[src/rtl/mem_pkg.sv]
// Shared widths, latencies and FSM encoding for the memory module
// (ram_access_unit and the cache controller's RAM port).
package mem_pkg;
  localparam int DEF_ADDR_W    = 8;
  localparam int DEF_DATA_W    = 8;
  localparam int DEF_READ_LAT  = 4;
  localparam int DEF_WRITE_LAT = 2;

  typedef enum logic [1:0] {
    IDLE    = 2'd0,
    WR_BUSY = 2'd1,
    RD_BUSY = 2'd2,
    RD_DONE = 2'd3
  } state_t;

  function automatic int max_lat(input int a, input int b);
    return (a > b) ? a : b;
  endfunction
endpackage

[src/rtl/ram_access_unit_if.sv]
// Cache-controller <-> backing-store RAM port.
interface ram_access_unit_if
  import mem_pkg::*;
#(
    parameter int ADDR_W = DEF_ADDR_W,
    parameter int DATA_W = DEF_DATA_W
) ();
    logic              rd_en;
    logic              wr_en;
    logic [ADDR_W-1:0] addr;
    logic [DATA_W-1:0] wdata;
    logic [DATA_W-1:0] rdata;
    logic              data_ready;
    logic              busy;
    logic              req_err;

    modport master (output rd_en, wr_en, addr, wdata,
                    input  rdata, data_ready, busy, req_err);
    modport slave  (input  rd_en, wr_en, addr, wdata,
                    output rdata, data_ready, busy, req_err);
endinterface

[src/rtl/main_mem_array.sv]
// DEPTH x DATA_W storage: synchronous write, registered read.
// Only the read register is reset; array contents survive reset.
module main_mem_array
  import mem_pkg::*;
#(
    parameter int ADDR_W = DEF_ADDR_W,
    parameter int DATA_W = DEF_DATA_W
) (
    input  logic              clk,
    input  logic              rst_n,
    input  logic              we,
    input  logic [ADDR_W-1:0] waddr,
    input  logic [DATA_W-1:0] wdata,
    input  logic [ADDR_W-1:0] raddr,
    input  logic              re,
    output logic [DATA_W-1:0] rdata_q
);
    localparam int DEPTH = 1 << ADDR_W;

    logic [DATA_W-1:0] mem [DEPTH];

    always_ff @(posedge clk) begin
        if (we) mem[waddr] <= wdata;
    end

    always_ff @(posedge clk or negedge rst_n) begin
        if (!rst_n)  rdata_q <= '0;
        else if (re) rdata_q <= mem[raddr];
    end
endmodule

[src/rtl/ram_access_unit.sv]
// Backing store behind the cache controller: posted writes, fixed-latency
// reads, one pending slot per request type.
module ram_access_unit
  import mem_pkg::*;
#(
    parameter int ADDR_W    = DEF_ADDR_W,
    parameter int DATA_W    = DEF_DATA_W,
    parameter int READ_LAT  = DEF_READ_LAT,
    parameter int WRITE_LAT = DEF_WRITE_LAT
) (
    input logic             clk,
    input logic             rst_n,
    ram_access_unit_if.slave bus
);
    localparam int CNT_W = $clog2(max_lat(READ_LAT, WRITE_LAT)) + 1;
    localparam logic [CNT_W-1:0] RD_LAST = CNT_W'(READ_LAT - 1);
    localparam logic [CNT_W-1:0] WR_LAST = CNT_W'(WRITE_LAT - 1);

    state_t            state;
    logic [CNT_W-1:0]  cnt;
    logic              rd_en_q, wr_en_q;
    logic              rd_pend, wr_pend;
    logic [ADDR_W-1:0] cur_addr, rd_addr_p, wr_addr_p;
    logic [DATA_W-1:0] cur_wdata, wr_data_p;
    logic              data_ready_r, req_err_r;
    logic              rd_req, wr_req, rd_acc, both_req;
    logic              wr_last, rd_last;

    assign rd_req   = bus.rd_en & ~rd_en_q;
    assign wr_req   = bus.wr_en & ~wr_en_q;
    // On a simultaneous rise the write wins and the read is discarded.
    assign both_req = rd_req & wr_req;
    assign rd_acc   = rd_req & ~wr_req;
    assign wr_last  = (state == WR_BUSY) && (cnt == WR_LAST);
    // Array read is issued on the last busy cycle so rdata lands with data_ready.
    assign rd_last  = (state == RD_BUSY) && (cnt == RD_LAST);

    always_ff @(posedge clk or negedge rst_n) begin
        if (!rst_n) begin
            state        <= IDLE;
            cnt          <= '0;
            rd_en_q      <= 1'b0;
            wr_en_q      <= 1'b0;
            rd_pend      <= 1'b0;
            wr_pend      <= 1'b0;
            cur_addr     <= '0;
            rd_addr_p    <= '0;
            wr_addr_p    <= '0;
            cur_wdata    <= '0;
            wr_data_p    <= '0;
            data_ready_r <= 1'b0;
            req_err_r    <= 1'b0;
        end else begin
            rd_en_q      <= bus.rd_en;
            wr_en_q      <= bus.wr_en;
            data_ready_r <= 1'b0;
            req_err_r    <= both_req;
            case (state)
                IDLE: begin
                    if (wr_req) begin
                        state     <= WR_BUSY;
                        cnt       <= '0;
                        cur_addr  <= bus.addr;
                        cur_wdata <= bus.wdata;
                    end else if (rd_acc) begin
                        state    <= RD_BUSY;
                        cnt      <= '0;
                        cur_addr <= bus.addr;
                    end
                end
                WR_BUSY: begin
                    if (wr_req) req_err_r <= 1'b1;
                    if (!wr_last) begin
                        cnt <= cnt + 1'b1;
                        if (rd_acc) begin
                            if (rd_pend) req_err_r <= 1'b1;
                            else begin
                                rd_pend   <= 1'b1;
                                rd_addr_p <= bus.addr;
                            end
                        end
                    end else begin
                        cnt <= '0;
                        if (rd_pend) begin
                            state    <= RD_BUSY;
                            cur_addr <= rd_addr_p;
                            rd_pend  <= 1'b0;
                            if (rd_acc) req_err_r <= 1'b1;
                        end else if (rd_acc) begin
                            state    <= RD_BUSY;
                            cur_addr <= bus.addr;
                        end else begin
                            state <= IDLE;
                        end
                    end
                end
                RD_BUSY: begin
                    if (rd_acc) req_err_r <= 1'b1;
                    if (wr_req) begin
                        if (wr_pend) req_err_r <= 1'b1;
                        else begin
                            wr_pend   <= 1'b1;
                            wr_addr_p <= bus.addr;
                            wr_data_p <= bus.wdata;
                        end
                    end
                    if (!rd_last) cnt <= cnt + 1'b1;
                    else begin
                        cnt          <= '0;
                        state        <= RD_DONE;
                        data_ready_r <= 1'b1;
                    end
                end
                RD_DONE: begin
                    if (rd_acc) req_err_r <= 1'b1;
                    if (wr_pend) begin
                        state     <= WR_BUSY;
                        cur_addr  <= wr_addr_p;
                        cur_wdata <= wr_data_p;
                        wr_pend   <= 1'b0;
                        if (wr_req) req_err_r <= 1'b1;
                    end else if (wr_req) begin
                        state     <= WR_BUSY;
                        cur_addr  <= bus.addr;
                        cur_wdata <= bus.wdata;
                    end else begin
                        state <= IDLE;
                    end
                end
                default: state <= IDLE;
            endcase
        end
    end

    main_mem_array #(.ADDR_W(ADDR_W), .DATA_W(DATA_W)) u_mem (
        .clk    (clk),
        .rst_n  (rst_n),
        .we     (wr_last),
        .waddr  (cur_addr),
        .wdata  (cur_wdata),
        .raddr  (cur_addr),
        .re     (rd_last),
        .rdata_q(bus.rdata)
    );

    assign bus.data_ready = data_ready_r;
    assign bus.req_err    = req_err_r;
    assign bus.busy       = (state != IDLE) | rd_pend | wr_pend;
endmodule
[src/flat_wrapper.sv]
// flat-port wrapper written by rule: the top's interface ports become plain ports
module ram_access_unit_flat import mem_pkg::*;
#(
    parameter int ADDR_W    = DEF_ADDR_W,
    parameter int DATA_W    = DEF_DATA_W,
    parameter int READ_LAT  = DEF_READ_LAT,
    parameter int WRITE_LAT = DEF_WRITE_LAT
)
  (clk, rst_n, bus_rd_en, bus_wr_en, bus_addr, bus_wdata, bus_rdata, bus_data_ready, bus_busy, bus_req_err);
  ram_access_unit_if #(.ADDR_W(ADDR_W), .DATA_W(DATA_W)) bus_i ();
  input logic clk;
  input logic rst_n;
  input wire logic [$bits(bus_i.rd_en)-1:0] bus_rd_en;
  input wire logic [$bits(bus_i.wr_en)-1:0] bus_wr_en;
  input wire logic [$bits(bus_i.addr)-1:0] bus_addr;
  input wire logic [$bits(bus_i.wdata)-1:0] bus_wdata;
  output wire logic [$bits(bus_i.rdata)-1:0] bus_rdata;
  output wire logic [$bits(bus_i.data_ready)-1:0] bus_data_ready;
  output wire logic [$bits(bus_i.busy)-1:0] bus_busy;
  output wire logic [$bits(bus_i.req_err)-1:0] bus_req_err;
  assign bus_i.rd_en = bus_rd_en;
  assign bus_i.wr_en = bus_wr_en;
  assign bus_i.addr = bus_addr;
  assign bus_i.wdata = bus_wdata;
  assign bus_rdata = bus_i.rdata;
  assign bus_data_ready = bus_i.data_ready;
  assign bus_busy = bus_i.busy;
  assign bus_req_err = bus_i.req_err;
  ram_access_unit #(.ADDR_W(ADDR_W), .DATA_W(DATA_W), .READ_LAT(READ_LAT), .WRITE_LAT(WRITE_LAT)) u_core (.clk(clk), .rst_n(rst_n), .bus(bus_i));
endmodule
[config.mk]
export PLATFORM = sky130hd
export DESIGN_NAME = ram_access_unit_flat
export DESIGN_NICKNAME = d
export VERILOG_FILES = /design/src/rtl/mem_pkg.sv /design/src/rtl/ram_access_unit_if.sv /design/src/rtl/main_mem_array.sv /design/src/rtl/ram_access_unit.sv /design/src/flat_wrapper.sv
export SDC_FILE = /design/constraint.sdc
export NUM_CORES = 2
export LEC_CHECK = 0
export ABC_CLOCK_PERIOD_IN_PS = 4800
export BUFFER_PORTS_ARGS = -buffer_cell sky130_fd_sc_hd__buf_2
export CAP_MARGIN = 5
export CORE_ASPECT_RATIO = 1.25
export CORE_UTILIZATION = 40
export CTS_CLUSTER_SIZE = 16
export DETAILED_ROUTE_END_ITERATION = 7
export GPL_TIMING_DRIVEN = 1
export MAX_ROUTING_LAYER = met4
export SLEW_MARGIN = 20
export SYNTH_ARGS = -nofsm -noshare
export SYNTH_HDL_FRONTEND = slang
export SYNTH_SLANG_ARGS = --single-unit
[constraint.sdc]
create_clock -name clk -period 4.8 [get_ports clk]
set_clock_uncertainty 0.1 [all_clocks]
set_input_delay 0 -clock clk [delete_from_list [all_inputs] [get_ports clk]]
set_output_delay 0 -clock clk [all_outputs]
set_load 0.1 [all_outputs]
Word-level counts from Yosys, hierarchy flattened --
Memories as Yosys holds them, arrays and structs flattened. A register that Yosys moved wholly into a read port is not among the register bits. Index checks and enable logic that the tools add are counted.
Word-level totals: flip-flop bits (word level) 51, memories 1, input bits 20, bits in writable memories 2048
Memory list:
- u_core.u_mem.mem | depth 256, bits a word 8, rd ports 1, clocked after Yosys merged registers in 1, write ports 1, line main_mem_array.sv:20 | logic [DATA_W-1:0] mem [DEPTH];
Operators by class: eq/ne operators 10, muxes and demuxes 44, bitwise operators 12, $add $sub $neg 1, reduce and logical (&&, ||, !) cells 17
Operators with widths (count):
- 8-bit 2-to-1 mux | 8
- 8-bit one-hot mux with 3 select lines | 1
- 1-bit 2-to-1 mux | 19
- 8-bit one-hot mux with 2 select lines | 1
- 2-bit 2-to-1 mux | 7
- 3-bit 2-to-1 mux | 4
- 3-bit one-hot mux with 3 select lines | 1
- 3-bit AND reduction | 3
- 2-bit one-hot mux with 4 select lines | 1
- 2-bit nonzero test | 4
- 3-bit by 1-bit != test with 1-bit output (second input constant) | 2
- 1-bit inverter | 6
- 2-bit AND reduction | 3
- 3-bit nonzero test | 2
- 1-bit AND | 4
- 2-bit == test (second input constant) | 2
- 2-bit by 1-bit != test with 1-bit output (second input constant) | 2
- 4-bit AND reduction | 1
- 3-bit by 1-bit adder with 3-bit output (second input constant) | 1
- 3-bit by 1-bit == test with 1-bit output (second input constant) | 1
- 3-bit by 2-bit == test with 1-bit output (second input constant) | 1
- 1-bit one-hot mux with 3 select lines | 1
- 2-bit by 1-bit == test with 1-bit output (second input constant) | 1
- 1-bit logical AND | 2
- other kinds (5) | 6

Longest topological paths before layout --
depth in word-level cells 8, mapped depth 13

Modules after synthesis --
From an unflattened synthesis, not the netlist that was laid out.
Unflattened totals: cell total of the unflattened synthesis 4086, area total of the unflattened synthesis 82820.7 µm²
Modules (own cells, without submodules):
- main_mem_array | cells each 3816, instances 1, area an instance 79961.7 µm², sequential area each 61699.2 µm²
- ram_access_unit | cells each 270, instances 1, area an instance 2859.0 µm², sequential area each 1276.2 µm²

Worst setup path after synthesis --
Ideal clock, no wire load.
path type register -> register, from reg u_core.cur_wdata[0], to mem u_core.u_mem.mem[0][0] in the netlist's numbering, data pin, buffers on the path 0, path slack 0.713 ns, clock period less this slack 4.087 ns, cell stages (with the launch flop) 1, data required time 3.896 ns, arrival time 3.183 ns, cells stage by stage dfrtp_1
RTL lines:
- start: declaration | line ram_access_unit.sv:24 | logic [DATA_W-1:0] cur_wdata, wr_data_p;
- start signal: assignment | line ram_access_unit.sv:64 | cur_wdata <= bus.wdata;
- start signal: assignment | line ram_access_unit.sv:119 | cur_wdata <= wr_data_p;
- start signal: assignment | line ram_access_unit.sv:125 | cur_wdata <= bus.wdata;
- end: declaration | line main_mem_array.sv:20
Straight into the memory's write port.

==> metrics.sh <==
STATUS='finished, final reports clean'
SYNTH-SEQ-CELLS=2107
STARTING_DENSITY_OF_THE_CORE=0.4019
PORT_BUFFERS=30
ROUTE.FINAL.WIRE_LENGTH_MM=217.5
VIA_COUNT_OF_THE_FIRST_GLOBAL_ROUTING_PASS=41420
SEQUENTIALPOWERSHARE=0.428
WORST-ENDPOINT-REQUIRED_NS=5.42
HOLD_SP='bus_wr_en'
INTERNAL_POWER_W=0.03743
WORST-PATH-BUF-INV=2
SYNTH.CELLS.MOST_FREQUENT='sky130_fd_sc_hd__edfxtp_1 (2,048), sky130_fd_sc_hd__mux4_2 (511), sky130_fd_sc_hd__nor2_1 (292)'
REPORT.POWER.TOTAL_W=0.05584
SYNTH-WARNING-COUNT=0
TIMING.SETUP.CRITICAL_PATH_CLASS='flop to flop'
CP-START-KIND='flop'
FIRST_PASS_GRT_WIRE_LENGTH_MM=310.1
LAYOUT-DRIVE-GT1-SHARE=0.2537
MAXIMUM_CLOCK_PATH_BUFFER_COUNT=3
SYNTH_MOST_COMMON_CELL='sky130_fd_sc_hd__edfxtp_1'
WORSTPATHARRIVAL_NS=4.90
FLOORPLAN.DIE.HEIGHT_UM=509.7
COMBPWRFRAC=0.299
ANTENNA_LEFT=0
SYNTH_TOP_FLOP_CELL='sky130_fd_sc_hd__edfxtp_1'
FP.DIEW_UM=408.2
CLKTRANSATPATHREGS_NS=0.07
YOSYSTOPAREACELLSHARE=0.7455
VIAS_PER_CELL=5.787
FINALCRITICALPERIOD_NS=4.279
WL_PER_CELL_UM=30.60
DRC_ERRORS=0
CTS-BUFFERS-INSERTED=189
REGTOREGSTARTPOINT='u_core.cur_addr[1]'
MAPPEDNETLISTAREA_UM2=82500
FLOORPLAN.IO_PINS=31
WORST_PATH_DOMINANT_CELL_FAMILY='compound AO/OA/AOI/OAI gates'
CTS_TREE='built'
WORSTSETUPENDPOINTTYPE='flop'
YOSYS-TOP-CELLS-AREA='sky130_fd_sc_hd__edfxtp_1 (75%), sky130_fd_sc_hd__mux4_2 (14%), sky130_fd_sc_hd__dfrtp_1 (1.8%)'
MAX_CAP_VIOLATIONS=0
HPWLAFTERDP_MM=133.1
HOLD_CRIT_CLASS='input pin to flop'
WORSTMARGINPINSLEW_NS=1.077
FLOW.AREA_GROWTH_FROM_SYNTHESIS_PCT=13.31
SYNTHESIS.NETS=4005
TOTAL_SWITCHING_POWER_W=0.01840
MAX-SLEW-MARGIN-REL=0.2819
SYNTH-SEQ-AREA-SHARE=0.7634
HOLD_PATH_DEPTH=5
FF2FF_SETUP_SLACK_NS=0.52
GRT_USE_TOTAL=0.2144
SYN-MEAN-INSTANCE-AREA_UM2=20.74
HOLD_BUFFERS=38
TIMING.CRITICAL_PATH.CELLS='buf_4 > buf_4 > mux4_2 > mux4_2 > a211oi_1 > o21ai_1 > o32a_1'
CLOCK_LATENCY_NS=0.83
CRIT_PATH_MAX_FANOUT=34
INITIAL_ANTENNA_VIOLATION_COUNT=3
POST_CTS_SETUP_DRIVEN_BUFFER_INSERTION_COUNT=0
VIA_COUNT=41130
DRV_SLEW=0
OVERFLOW=0
HOLD-PATH-ENDPOINT='u_core.wr_pend'
CRITICAL_PATH.MAX_STAGE_DELAY_NS=0.71
FINALHOLDVIOLCOUNT=0
PORTION_OF_THE_CLOCK_CYCLE_CONSUMED_BY_THE_WORST_PATH_IN_THE_FINAL_LAYOUT=0.8914
POST_CTS_RESIZE_COUNT=0
SWITCHING_POWER_AS_A_SHARE_OF_TOTAL_POWER=0.3296
MAXCLOCKFREQUENCY_MHz=233.7
TIMING.RR.END='u_core.u_mem.rdata_q[2]'
SLOWEST_STAGE='sky130_fd_sc_hd__dfrtp_4'
POWER.CLOCK.FRACTION=0.273
VDD_DROP_MAX_mV=0.6507
SYNTH-ASYNC-RESET-RATIO=0.02800
FINALSETUPVIOLATIONS=0
CORE_UM2=205300
FIN_SETUP_TNS_NS=0
MAXIMUM_NUMBER_OF_PINS_ON_ONE_NET_BEFORE_GLOBAL_ROUTE_REPAIR=162
REG2REG_DEPTH=7
POWER_LEAKAGE_nW=29.47
STANDARD_CELL_ROWS=186
HTREE_LEVELS=4
DETAIL_ROUTE.FIRST_PASS.ITERATIONS=8
SYNTH_EDF_COUNT=2048
SYNTH_TOP_CELL_BY_AREA='sky130_fd_sc_hd__edfxtp_1'
SYNTH.DISTINCT_CELLS=61
SYNTHCELLS=3977
PLACE.GP.CONGESTION=0.8664
SETUP_REPAIR_AFTER_GLOBAL_ROUTING_MISSED_ITS_MARGIN='false'
DR.FIRST_ITER.DRC_COUNT=4842
NUMBER_OF_CLOCK_SINKS=2107
FIN_NETS=4251
CLOCKROOTBUFFER='sky130_fd_sc_hd__clkbuf_16'
P_PER_AREA_nW_PER_UM2=597.3
DIE_AREA_UM2=208100
per-layer routing:
layer	vias to the layer above	GRT usage	routed length [um]
li1	16960	-	-
met1	22120	0.2763	86140
met2	1723	0.3507	109200
met3	331	0.02893	14570
met4	0	0.07439	7551
met5	-	-	0
cells by family (layout without fill, tap and decap cells):
logic type,count (synthesis),after routing,share of synthesized area
buffers and inverters,251,654,0.01605
DFF,2107,2107,0.7634
adders and majority gates,8,8,0.001213
muxes,695,695,0.1626
AOI/OAI and AO/OA,297,297,0.02465
and+or+nand+nor,619,619,0.03217
other,0,2,0
state kept, by name, indices dropped and copies added (netlist names):
name	cells
u_core.bus.data_ready	1
u_core.cur_addr	8
u_core.rd_en_q	1
u_core.wr_en_q	1
u_core.state	2
u_core.cnt	3
u_core.bus.req_err	1
u_core.wr_addr_p	8
u_core.u_mem.rdata_q	8
u_core.rd_addr_p	8
u_core.u_mem.mem	2048
u_core.wr_data_p	8
u_core.wr_pend	1
u_core.cur_wdata	8
u_core.rd_pend	1
worst max-delay path by stage:
stage                                   end           startpoint  depth (start not counted)  slack [ns]
finish              u_core.u_mem.rdata_q[2]   u_core.cur_addr[1]                          7        0.52
CTS                 u_core.u_mem.rdata_q[2]   u_core.cur_addr[1]                          7        0.51
floorplan            u_core.u_mem.mem[0][0]  u_core.cur_wdata[0]                          0        0.71
detailed placement  u_core.u_mem.rdata_q[2]   u_core.cur_addr[1]                          7        0.53
global placement    u_core.u_mem.rdata_q[2]   u_core.cur_addr[1]                          7        0.58
global route        u_core.u_mem.rdata_q[2]   u_core.cur_addr[1]                          7        0.43
metrics by stage:
step	area, um^2	worst slack (ns)	cells	util	hold WS (ns)
floorplan	82500	0.7135	3977	-	-0.3956
global placement	86870	0.5762	6718	0.4232	0.03334
detailed placement	86870	0.5336	6718	0.4232	0.03667
CTS	93420	0.5066	7104	0.4551	0.02386
global route	93470	0.4295	7107	0.4554	0.1349
finish	93480	0.5213	7108	0.4554	0.08921
tightest hold or removal path: cells and delay by family:
family,cells,cell delay (ns)
buffers and inverters,2,0.65
and+or+nand+nor,2,0.24
AOI/OAI and AO/OA,1,0.07
area by class of cell:
type / count / area, um^2
fill: 17250 / 111800
antenna: 2 / 5.005
tap: 2726 / 3411
clock buffer: 233 / 5042
timing repair buffer: 296 / 2575
inverter: 10 / 46.29
clock inverter: 115 / 1131
multi-input combinational: 1619 / 18240
sequential: 2107 / 63020
power by group through the flow:
stage                     sequential, W  combinational (W)  clock (W)
final                            0.0239             0.0167     0.0152
after global routing             0.0239             0.0175     0.0161
after CTS                        0.0240             0.0166     0.0155
after detailed placement         0.0244             0.0166          0
after global placement           0.0244             0.0164          0
after floorplan                  0.0251            0.00972          0
placed cells by master, fill, tap and decap left out, types with 19 or more instances in the layout:
cell,count
sky130_fd_sc_hd__a21oi_1,54
sky130_fd_sc_hd__nand4_1,25
sky130_fd_sc_hd__o21ai_0,42
sky130_fd_sc_hd__nand3_1,35
sky130_fd_sc_hd__buf_4,202
sky130_fd_sc_hd__nor2_1,291
sky130_fd_sc_hd__dlygate4sd3_1,38
sky130_fd_sc_hd__dfrtp_1,44
sky130_fd_sc_hd__nor3_1,30
sky130_fd_sc_hd__bufinv_16,19
sky130_fd_sc_hd__buf_2,30
sky130_fd_sc_hd__nand2_1,174
sky130_fd_sc_hd__mux4_2,511
sky130_fd_sc_hd__clkinv_1,50
sky130_fd_sc_hd__mux2i_1,136
sky130_fd_sc_hd__clkbuf_1,36
sky130_fd_sc_hd__buf_12,25
sky130_fd_sc_hd__o22ai_1,42
sky130_fd_sc_hd__mux2_2,48
sky130_fd_sc_hd__edfxtp_1,2048
sky130_fd_sc_hd__clkinv_2,32
sky130_fd_sc_hd__clkbuf_16,195
sky130_fd_sc_hd__a22oi_1,53
Power figures use the tool's default switching activity.
